==> src/rtl/ro_puf_ctrl.sv <==
// Ring-oscillator PUF challenge controller.
// Races two RO counters per bit and packs the winners into a response word.
module ro_puf_ctrl #(
    parameter int NBITS   = 8,
    parameter int PAIR_W  = 4,
    parameter int SETTLE  = 3,
    parameter int TIMEOUT = 1023
) (
    input  logic              clk,
    input  logic              rst,
    input  logic              start,
    input  logic [PAIR_W-1:0] challenge,
    input  logic [3:0]        count1,
    input  logic [3:0]        count2,
    output logic [PAIR_W-1:0] pair_sel,
    output logic              ro_en,
    output logic              cnt_clr,
    output logic              busy,
    output logic              done,
    output logic [NBITS-1:0]  response,
    output logic              timeout_err,
    output logic              tie_err
);

    localparam int IW = (NBITS > 1) ? $clog2(NBITS) : 1;
    localparam int SW = $clog2(SETTLE + 1);
    localparam int TW = $clog2(TIMEOUT + 1);

    localparam logic [2:0] S_IDLE    = 3'd0;
    localparam logic [2:0] S_CLEAR   = 3'd1;
    localparam logic [2:0] S_RUN     = 3'd2;
    localparam logic [2:0] S_CAPTURE = 3'd3;
    localparam logic [2:0] S_NEXT    = 3'd4;
    localparam logic [2:0] S_DONE    = 3'd5;

    logic [2:0]        state_q, state_d;
    logic [PAIR_W-1:0] base_q, base_d;
    logic [IW-1:0]     idx_q, idx_d;
    logic [TW-1:0]     timer_q, timer_d;
    logic [SW-1:0]     settle_q, settle_d;
    logic [NBITS-1:0]  resp_q, resp_d;
    logic              tout_q, tout_d;
    logic              tie_q, tie_d;

    logic [3:0] c1_meta_q, s1_q;
    logic [3:0] c2_meta_q, s2_q;
    logic       f1, f2;

    // Two-flop synchronizers for the free-running RO counter values
    always_ff @(posedge clk) begin
        if (rst) begin
            c1_meta_q <= '0;
            s1_q      <= '0;
            c2_meta_q <= '0;
            s2_q      <= '0;
        end else begin
            c1_meta_q <= count1;
            s1_q      <= c1_meta_q;
            c2_meta_q <= count2;
            s2_q      <= c2_meta_q;
        end
    end

    assign f1 = (s1_q == 4'hF);
    assign f2 = (s2_q == 4'hF);

    // Next-state and datapath update for the challenge sequencer
    always_comb begin
        state_d  = state_q;
        base_d   = base_q;
        idx_d    = idx_q;
        timer_d  = timer_q;
        settle_d = settle_q;
        resp_d   = resp_q;
        tout_d   = tout_q;
        tie_d    = tie_q;
        unique case (state_q)
            S_IDLE: begin
                if (start) begin
                    base_d   = challenge;
                    idx_d    = '0;
                    resp_d   = '0;
                    tout_d   = 1'b0;
                    tie_d    = 1'b0;
                    settle_d = '0;
                    state_d  = S_CLEAR;
                end
            end
            S_CLEAR: begin
                if (settle_q == SW'(SETTLE - 1)) begin
                    timer_d = '0;
                    state_d = S_RUN;
                end else begin
                    settle_d = settle_q + 1'b1;
                end
            end
            S_RUN: begin
                if (f1 || f2 || (timer_q == TW'(TIMEOUT))) begin
                    state_d = S_CAPTURE;
                end else begin
                    timer_d = timer_q + 1'b1;
                end
            end
            S_CAPTURE: begin
                if (f1 && !f2) begin
                    resp_d[idx_q] = 1'b1;
                end else if (f2 && !f1) begin
                    resp_d[idx_q] = 1'b0;
                end else if (f1 && f2) begin
                    resp_d[idx_q] = 1'b0;
                    tie_d         = 1'b1;
                end else begin
                    resp_d[idx_q] = 1'b0;
                    tout_d        = 1'b1;
                end
                state_d = S_NEXT;
            end
            S_NEXT: begin
                if (idx_q == IW'(NBITS - 1)) begin
                    state_d = S_DONE;
                end else begin
                    idx_d    = idx_q + 1'b1;
                    settle_d = '0;
                    state_d  = S_CLEAR;
                end
            end
            S_DONE: begin
                state_d = S_IDLE;
            end
            default: begin
                state_d = S_IDLE;
            end
        endcase
    end

    // State and datapath registers; reset aborts any run in progress
    always_ff @(posedge clk) begin
        if (rst) begin
            state_q  <= S_IDLE;
            base_q   <= '0;
            idx_q    <= '0;
            timer_q  <= '0;
            settle_q <= '0;
            resp_q   <= '0;
            tout_q   <= 1'b0;
            tie_q    <= 1'b0;
        end else begin
            state_q  <= state_d;
            base_q   <= base_d;
            idx_q    <= idx_d;
            timer_q  <= timer_d;
            settle_q <= settle_d;
            resp_q   <= resp_d;
            tout_q   <= tout_d;
            tie_q    <= tie_d;
        end
    end

    // Counters are held cleared while in reset as well as during CLEAR
    assign cnt_clr     = rst | (state_q == S_CLEAR);
    assign ro_en       = (state_q == S_RUN);
    assign busy        = (state_q == S_CLEAR) | (state_q == S_RUN) |
                         (state_q == S_CAPTURE) | (state_q == S_NEXT);
    assign done        = (state_q == S_DONE);
    assign pair_sel    = base_q + PAIR_W'(idx_q);
    assign response    = resp_q;
    assign timeout_err = tout_q;
    assign tie_err     = tie_q;

endmodule

==> config.mk <==
export PLATFORM = sky130hd
export DESIGN_NAME = ro_puf_ctrl
export DESIGN_NICKNAME = d
export VERILOG_FILES = /design/src/rtl/ro_puf_ctrl.sv
export SDC_FILE = /design/constraint.sdc
export NUM_CORES = 1
export LEC_CHECK = 0
export ABC_AREA = 1
export CAP_MARGIN = 40
export CORE_MARGIN = 4
export CORE_UTILIZATION = 50
export DETAILED_ROUTE_END_ITERATION = 7
export DONT_BUFFER_PORTS = 1
export PLACE_DENSITY = 0.61
export SYNTH_ARGS = -nofsm -noshare
export SYNTH_HDL_FRONTEND = slang
export SYNTH_SLANG_ARGS = --single-unit
==> constraint.sdc <==
create_clock -name clk -period 4.47 [get_ports clk]
set_input_delay 0.6705 -clock clk [delete_from_list [all_inputs] [get_ports clk]]
set_output_delay 0.6705 -clock clk [all_outputs]
set_load 0.005 [all_outputs]
==> metrics.md, run 1 <==
| Metric | Value |
|---|---|
| Element type at the critical path end | primary output |
| Final worst path period need | 2.333 ns |
| Library cell with the highest instance count after synthesis | nand2_1 |
| Kind of start point of the critical path | flop |
| Total Routed Length | 4473 microns |
| I/O pin total | 33 |
| Post-synthesis simple-gate area fraction | between 30% and 40% |
| Required time of the worst setup path | roughly 3.8 ns |
| Worst IR drop on VDD | approximately 0.26 mV |
| Number of instances resized during post-cts repair | 0 |
| Num rows | 25 |
| CTS tree | built |
| Worst endpoint data arrival time | about 1.7 ns |
| Slew at the pin closest to its max-slew limit | 0.4744 ns |
| Worst r2r path cells | 10 |
| Post-synthesis cell type with the largest combined area | dfxtp_1 |
| Die Y | 77.80 microns |
| Min-Delay Path Class | flop to flop |
| Cell with the largest stage delay on the worst path | dfxtp_1 |
| Worst Hold Depth | 2 |
| Number of detailed-route iterations in the first pass | 4 |
| Antenna Violating Nets Remaining | 0 |
| DRC errors left | 0 |
| Worst slew margin relative to its limit | about two thirds |
| Grt ovf | 0 |
| Max-slew violation count | 0 |
| Dominant combinational cell family by area after synthesis | simple AND/OR/NAND/NOR gates |
| Family of cells with the greatest summed delay on the critical path | adder cells |
| Fraction of power spent switching nets | 36.43% |
| Number of enable-type register cells in the synthesized netlist | 0 |
| Via count | 1,908 |
| Largest cells by area after synthesis | dfxtp_1 (39%), nand2_1 (10%), inv_1 (6.8%) |
| Multiplexer share of the synthesized area | 0% |
| Net switching power | 0.4515 mW |
| Fillcell total | ~460 |
| Avg WL per Cell | 11.30 microns |
| Flip-flop cell with the highest count after synthesis | dfxtp_1 |
| Post-DP HPWL | 3264 microns |
| Area share of the leading cell type in the synthesized netlist | 39.45% |
| Die Area | 6053 sq um |
| Top fanout value on the critical path | 9 |
| Post-place instance area | 2462 sq um |
| Clk Latency, worst-skew pair | about 0.30 ns |
| Flops & latches, synth | 48 |
| H-tree levels | 2 |
| Sum Neg Setup Slack | 0 ns |
| Final cell area excluding filler cells | 2579 sq um |
| Cts bufs inserted | 5 |
| Leading cell types by count after synthesis | nand2_1 (68), dfxtp_1 (48), inv_1 (44) |
| FF+latch area | 960.9 sq um |
| Max Cap Violations | 0 |
| Layout Skew | roughly 0.0047 ns |
| Syn avg cell area | 7.427 sq um |
| Net total in the final layout | 351 |
| Crit share post-route | a little over half |
| Buffer levels on the longest clock path | 2 |
| Critical path class | flop to primary output |
| Cell variety after synth | 37 |
| Xor and xnor area share after synthesis | roughly 1.1% |
| Clock Tree Root | clkbuf_8 |
| Clock transition at the register clock pins on the worst setup and hold paths after CTS | 0.09 ns |
| Post-Synth Adder-Cell Area | 4.417% |
| Mapped Cells | 328 |
| Total clock sinks | 48 |
| Register share of total power | 41.7% |
| Unrepaired setup endpoints after global routing | false |
| Endpoints failing setup | 0 |
| Final Hold Fails | 0 |
| Synthesized-area fraction occupied by ao, oa, aoi and oai cells | 9.348% |
| Violation count after the first detailed-routing iteration | 104 |
| Worst path cell trace | ha_1 -> inv_1 -> fa_1 -> xnor2_1 |
| Wire length of the first global-routing pass | 7983 microns |
| Multi-input combinational cell area | 1211 sq um |
| Total stage count of the critical path | 4 |
| Clock share of power | 25.3% |
| Layout cells sized above 1 | 16.72% |
| Initial cell density of the core | 51.58% |
| Leakage power | 1.099 nW |
| Core region area | 4723 sq um |
| Count of buffer and inverter cells on the critical path | 1 |
| Ant diodes | 0 |
| Run status | finished, final reports clean |
| Netlist area before placement | 2436 sq um |
| DIE WIDTH | 77.80 microns |
| Post-CTS setup buffer count | 0 |
| Synthesized netlist net count | 351 |
| Async set-or-reset flop fraction in the synthesized netlist | 0% |
| Via count of the first global-routing pass | approximately 1.8k |
| Largest net degree at the start of global routing | 36 |
| Max Clock Freq | about 430 MHz |
| Share of synthesized area occupied by flip-flops and latches | between 30% and 40% |
| Warnings, synthesis | 0 |
| Number of hold-repair buffers added at the cts stage | 0 |
| Gate power share | 33.1% |
| Synth-to-layout area growth | 5.855% |
| Cell Int Power | between 0.7 and 0.8 mW |
| Count of input and output buffers | 0 |
| GR Util All Layers | 16.28% |
| Initial antenna violation count | 0 |
| RD Place Congestion | 0.7943 |
| Routed via count divided by cell count | 4.818 |
| Cell Pwr Density | 480.7 nW/um^2 |
| CP peak stage delay | 0.50 ns |
layout by cell type, fill, tap and decap left out:
cell,n
fa_1,1
dfxtp_1,48
a21oi_1,23
o21bai_1,1
or2_2,1
nand2_4,5
nand2_2,9
nor3b_1,1
inv_1,44
nand3_2,11
a21oi_2,1
inv_4,1
nand4_2,1
o211ai_1,2
nand3_1,16
o21ai_1,1
xnor2_1,1
xor2_1,2
ha_1,7
nor3_1,2
a31o_2,2
nand2_1,68
o21ai_0,9
inv_2,7
inv_6,1
nor2_2,5
nand3b_1,1
a31oi_1,1
nor2_1,42
clkbuf_8,5
bufinv_16,1
nand3b_2,1
nor2_4,1
o21a_1,1
nand3_4,1
nand4_1,3
clkinv_4,2
path summary, 6_finish.rpt:
path | from | endpoint | slack (ns)
worst min register to register | c1_meta_q[1] | s1_q[1] | 0.40
worst max register to register | timer_q[0] | timer_q[6] | 2.83
worst max-delay path | idx_q[0] | pair_sel[2] | 2.14
worst min-delay path | c1_meta_q[1] | s1_q[1] | 0.40
cell type report:
| cell class | instances | area share (%) |
|---|---|---|
| flip-flops and latches | 48 | 37.26 |
| clock buffers | 5 | 2.669 |
| well taps | 67 | 3.251 |
| clock inverters | 3 | 1.844 |
| multi-input cells | 220 | 46.97 |
| inverters | 53 | 8.006 |
per-layer routing:
metal / vias to the layer above / GRT usage (%) / share of wire, %
li1: 1027 / - / -
met1: 833 / 20.95 / 50
met2: 41 / 26.03 / 44
met3: 7 / 4.060 / 4.2
met4: 0 / 6.406 / 1.4
met5: - / 0 / 0
through the flow:
stage	power (mW)	worst slack, ns	std cells	utilization, %	hold slack [ns]
floorplan	0.8966	2.581	328	-	0.3883
global placement	0.9334	2.478	388	52.13	0.3907
detailed placement	0.9406	2.460	388	52.13	0.3923
CTS	1.259	2.116	396	54.60	0.4054
global route	1.338	2.011	396	54.60	0.4089
finish	1.240	2.137	396	54.60	0.4029
registers in the layout, indices dropped and copies added (netlist names):
| name | count |
|---|---|
| c1_meta_q | 4 |
| s1_q | 4 |
| idx_q | 3 |
| s2_q | 4 |
| settle_q | 2 |
| state_q | 3 |
| c2_meta_q | 4 |
| timeout_err | 1 |
| timer_q | 10 |
| response | 8 |
| tie_err | 1 |
| base_q | 4 |
kinds of logic (layout without fill, tap and decap cells):
kind of cell / count (synthesis) / count (layout)
xor+xnor: 3 / 3
compound gates: 41 / 41
fa+ha+maj: 8 / 8
simple gates: 168 / 168
buf+inv: 60 / 61
flops: 48 / 48
power groups by stage:
stage | Sequential (mW) | Clock, mW | Combinational (mW)
after floorplan | 0.517 | 0 | 0.379
after global placement | 0.524 | 0 | 0.409
after detailed placement | 0.525 | 0 | 0.415
after CTS | 0.516 | 0.327 | 0.416
after global routing | 0.522 | 0.344 | 0.472
final | 0.516 | 0.313 | 0.410
tightest hold or removal path: cells and delay by family (launching register included):
family        cells  cell delay (ns)
buf+inv           1             0.04
simple gates      1             0.03
flops             1             0.30
No activity file was read; power rests on OpenSTA's default activity.
==> run 2, diff against run 1 <==
- PLACE_DENSITY: 0.61 -> 0.64
- clock period: 4.47 -> 2 ns (I/O delays scaled with it)
==> run 2 against run 1 <==
  * Count of clock-buffer cells in the layout unchanged
  * Total power up 120%
  * Clock skew up 0.0046 ns
  * First-iteration DRC count down 7.7%
  * Critical endpoint unchanged
==> metrics.md, run 2 (synthesis gave the netlist of run 1 again) <==
| Metric | Value |
|---|---|
| Run status | finished, final reports clean |
| Largest net degree at the start of global routing | 36 |
| Cell Pwr Density | 1076 nW/um^2 |
| Most frequent standard cell in the layout excluding fill and tap cells | nand2_1 |
| Initial antenna violation count | 0 |
| Grt ovf | 0 |
| Worst endpoint data arrival time | 1.56 ns |
| Post-place instance area | 2462 sq um |
| RD Place Congestion | 0.8242 |
| Max-slew violation count | 0 |
| Initial cell density of the core | 51.58% |
| Slew at the pin closest to its max-slew limit | 0.4678 ns |
| Core region area | 4723 sq um |
| Commonest cells after routing, fill and taps aside | nand2_1 (68), dfxtp_1 (46), inv_1 (44) |
| Min-Delay Path Class | input port to flop |
| Max FFs per register | 10 |
| I/O pin total | 33 |
| Layout cells sized above 1 | 17.33% |
| Synth-to-layout area growth | 5.906% |
| DIE WIDTH | 77.80 microns |
| Max Clock Freq | 536.5 MHz |
| Post-DP HPWL | 3100 microns |
| Total clock sinks | 48 |
| Leakage power | 1.096 nW |
| Total Routed Length | approximately 4300 microns |
| Ant diodes | 0 |
| Buffer levels on the longest clock path | 2 |
| CTS tree | built |
| Avg WL per Cell | 10.94 microns |
| Top fanout value on the critical path | 9 |
| Final cell area excluding filler cells | 2580 sq um |
| Violation count after the first detailed-routing iteration | 96 |
| Clk Latency, worst-skew pair | ~0.3 ns |
| Final Hold Fails | 0 |
| Number of detailed-route iterations in the first pass | 4 |
| Die Y | 77.80 microns |
| Via count of the first global-routing pass | between 1.5k and 2k |
| Kind of start point of the critical path | flop |
| Unrepaired setup endpoints after global routing | false |
| Crit share post-route | between 90% and 100% |
| Via count | just under 2k |
| GR Util All Layers | 15.70% |
| Worst-case setup margin in the final layout | 0.1359 ns |
| Antenna Violating Nets Remaining | 0 |
| Clock transition at the register clock pins on the worst setup and hold paths after CTS | ~0.09 ns |
| Sum Neg Setup Slack | 0 ns |
| Num rows | 25 |
| Net total in the final layout | 351 |
| Overall power after layout | 2.776 mW |
| Die Area | around 6000 sq um |
| Multi-input combinational cell area | 1211 sq um |
| Required time of the worst setup path | ~1.7 ns |
| Endpoints failing setup | 0 |
| Register containing the most flip-flops in the final layout | timer_q |
| Count of input and output buffers | 0 |
| DRC errors left | 0 |
| Cts bufs inserted | 5 |
| Clock Tree Root | clkbuf_8 |
| Final worst path period need | 1.864 ns |
| Worst slew margin relative to its limit | 68.78% |
| Layout Skew | 0.009270 ns |
| Minimum setup slack after placement | 0.3517 ns |
| Routed via count divided by cell count | 4.886 |
| FF+latch area | 963.4 sq um |
| Worst IR drop on VDD | between 0.6 and 0.7 mV |
| Max Cap Violations | 0 |
| Wire length of the first global-routing pass | 7693 microns |
| Final hold slack | 0.04798 ns |
| Fillcell total | 467 |
| H-tree levels | 2 |
| Element type at the critical path end | primary output |
| Critical path class | flop to primary output |
[run 2: worst paths after layout]
check	slack, ns	to	from	cells after the start
max reg2reg	0.42	timer_q[0]	timer_q[0]	10
max	0.14	pair_sel[2]	idx_q[0]	4
min reg2reg	0.40	s1_q[1]	c1_meta_q[1]	2
min	0.05	idx_q[1]	rst	1
[run 2: timing repair]
action,4_1_cts,5_1_grt
setup endpoints to repair,0,1
hold buffers,0,0
buffers inserted,0,0
gates resized for setup,0,2
[run 2: report_power, final]
part           switching, mW  leakage [nW]  internal, mW
logic                  0.588         0.648         0.323
clock network          0.336        0.0548         0.377
registers             0.0892         0.394          1.06
[run 2: cell type report]
type,instances,area share [%]
Multi-Input combinational cell,220,46.94
Sequential cell,48,37.34
Inverter,53,8.002
Tap cell,67,3.249
Clock buffer,5,2.667
Clock inverter,3,1.794
[run 2: metal layers]
metal	global-route usage, %	vias up	share of wire, %
li1	-	1025	-
met1	20.03	870	49
met2	24.57	34	45
met3	5.104	6	4.8
met4	5.872	0	1.5
met5	0	-	0
[run 2: metrics by stage]
step / utilization (%) / instances
floorplan: - / 328
global placement: 52.13 / 388
detailed placement: 52.13 / 388
CTS: 54.57 / 396
global route: 54.62 / 396
finish: 54.62 / 396
[run 2: worst max-delay path, cell delays in order (launching register included)]
cell and delay, ns:
dfxtp_2 0.42, ha_1 0.19, inv_1 0.05, fa_1 0.37, xnor2_1 0.23
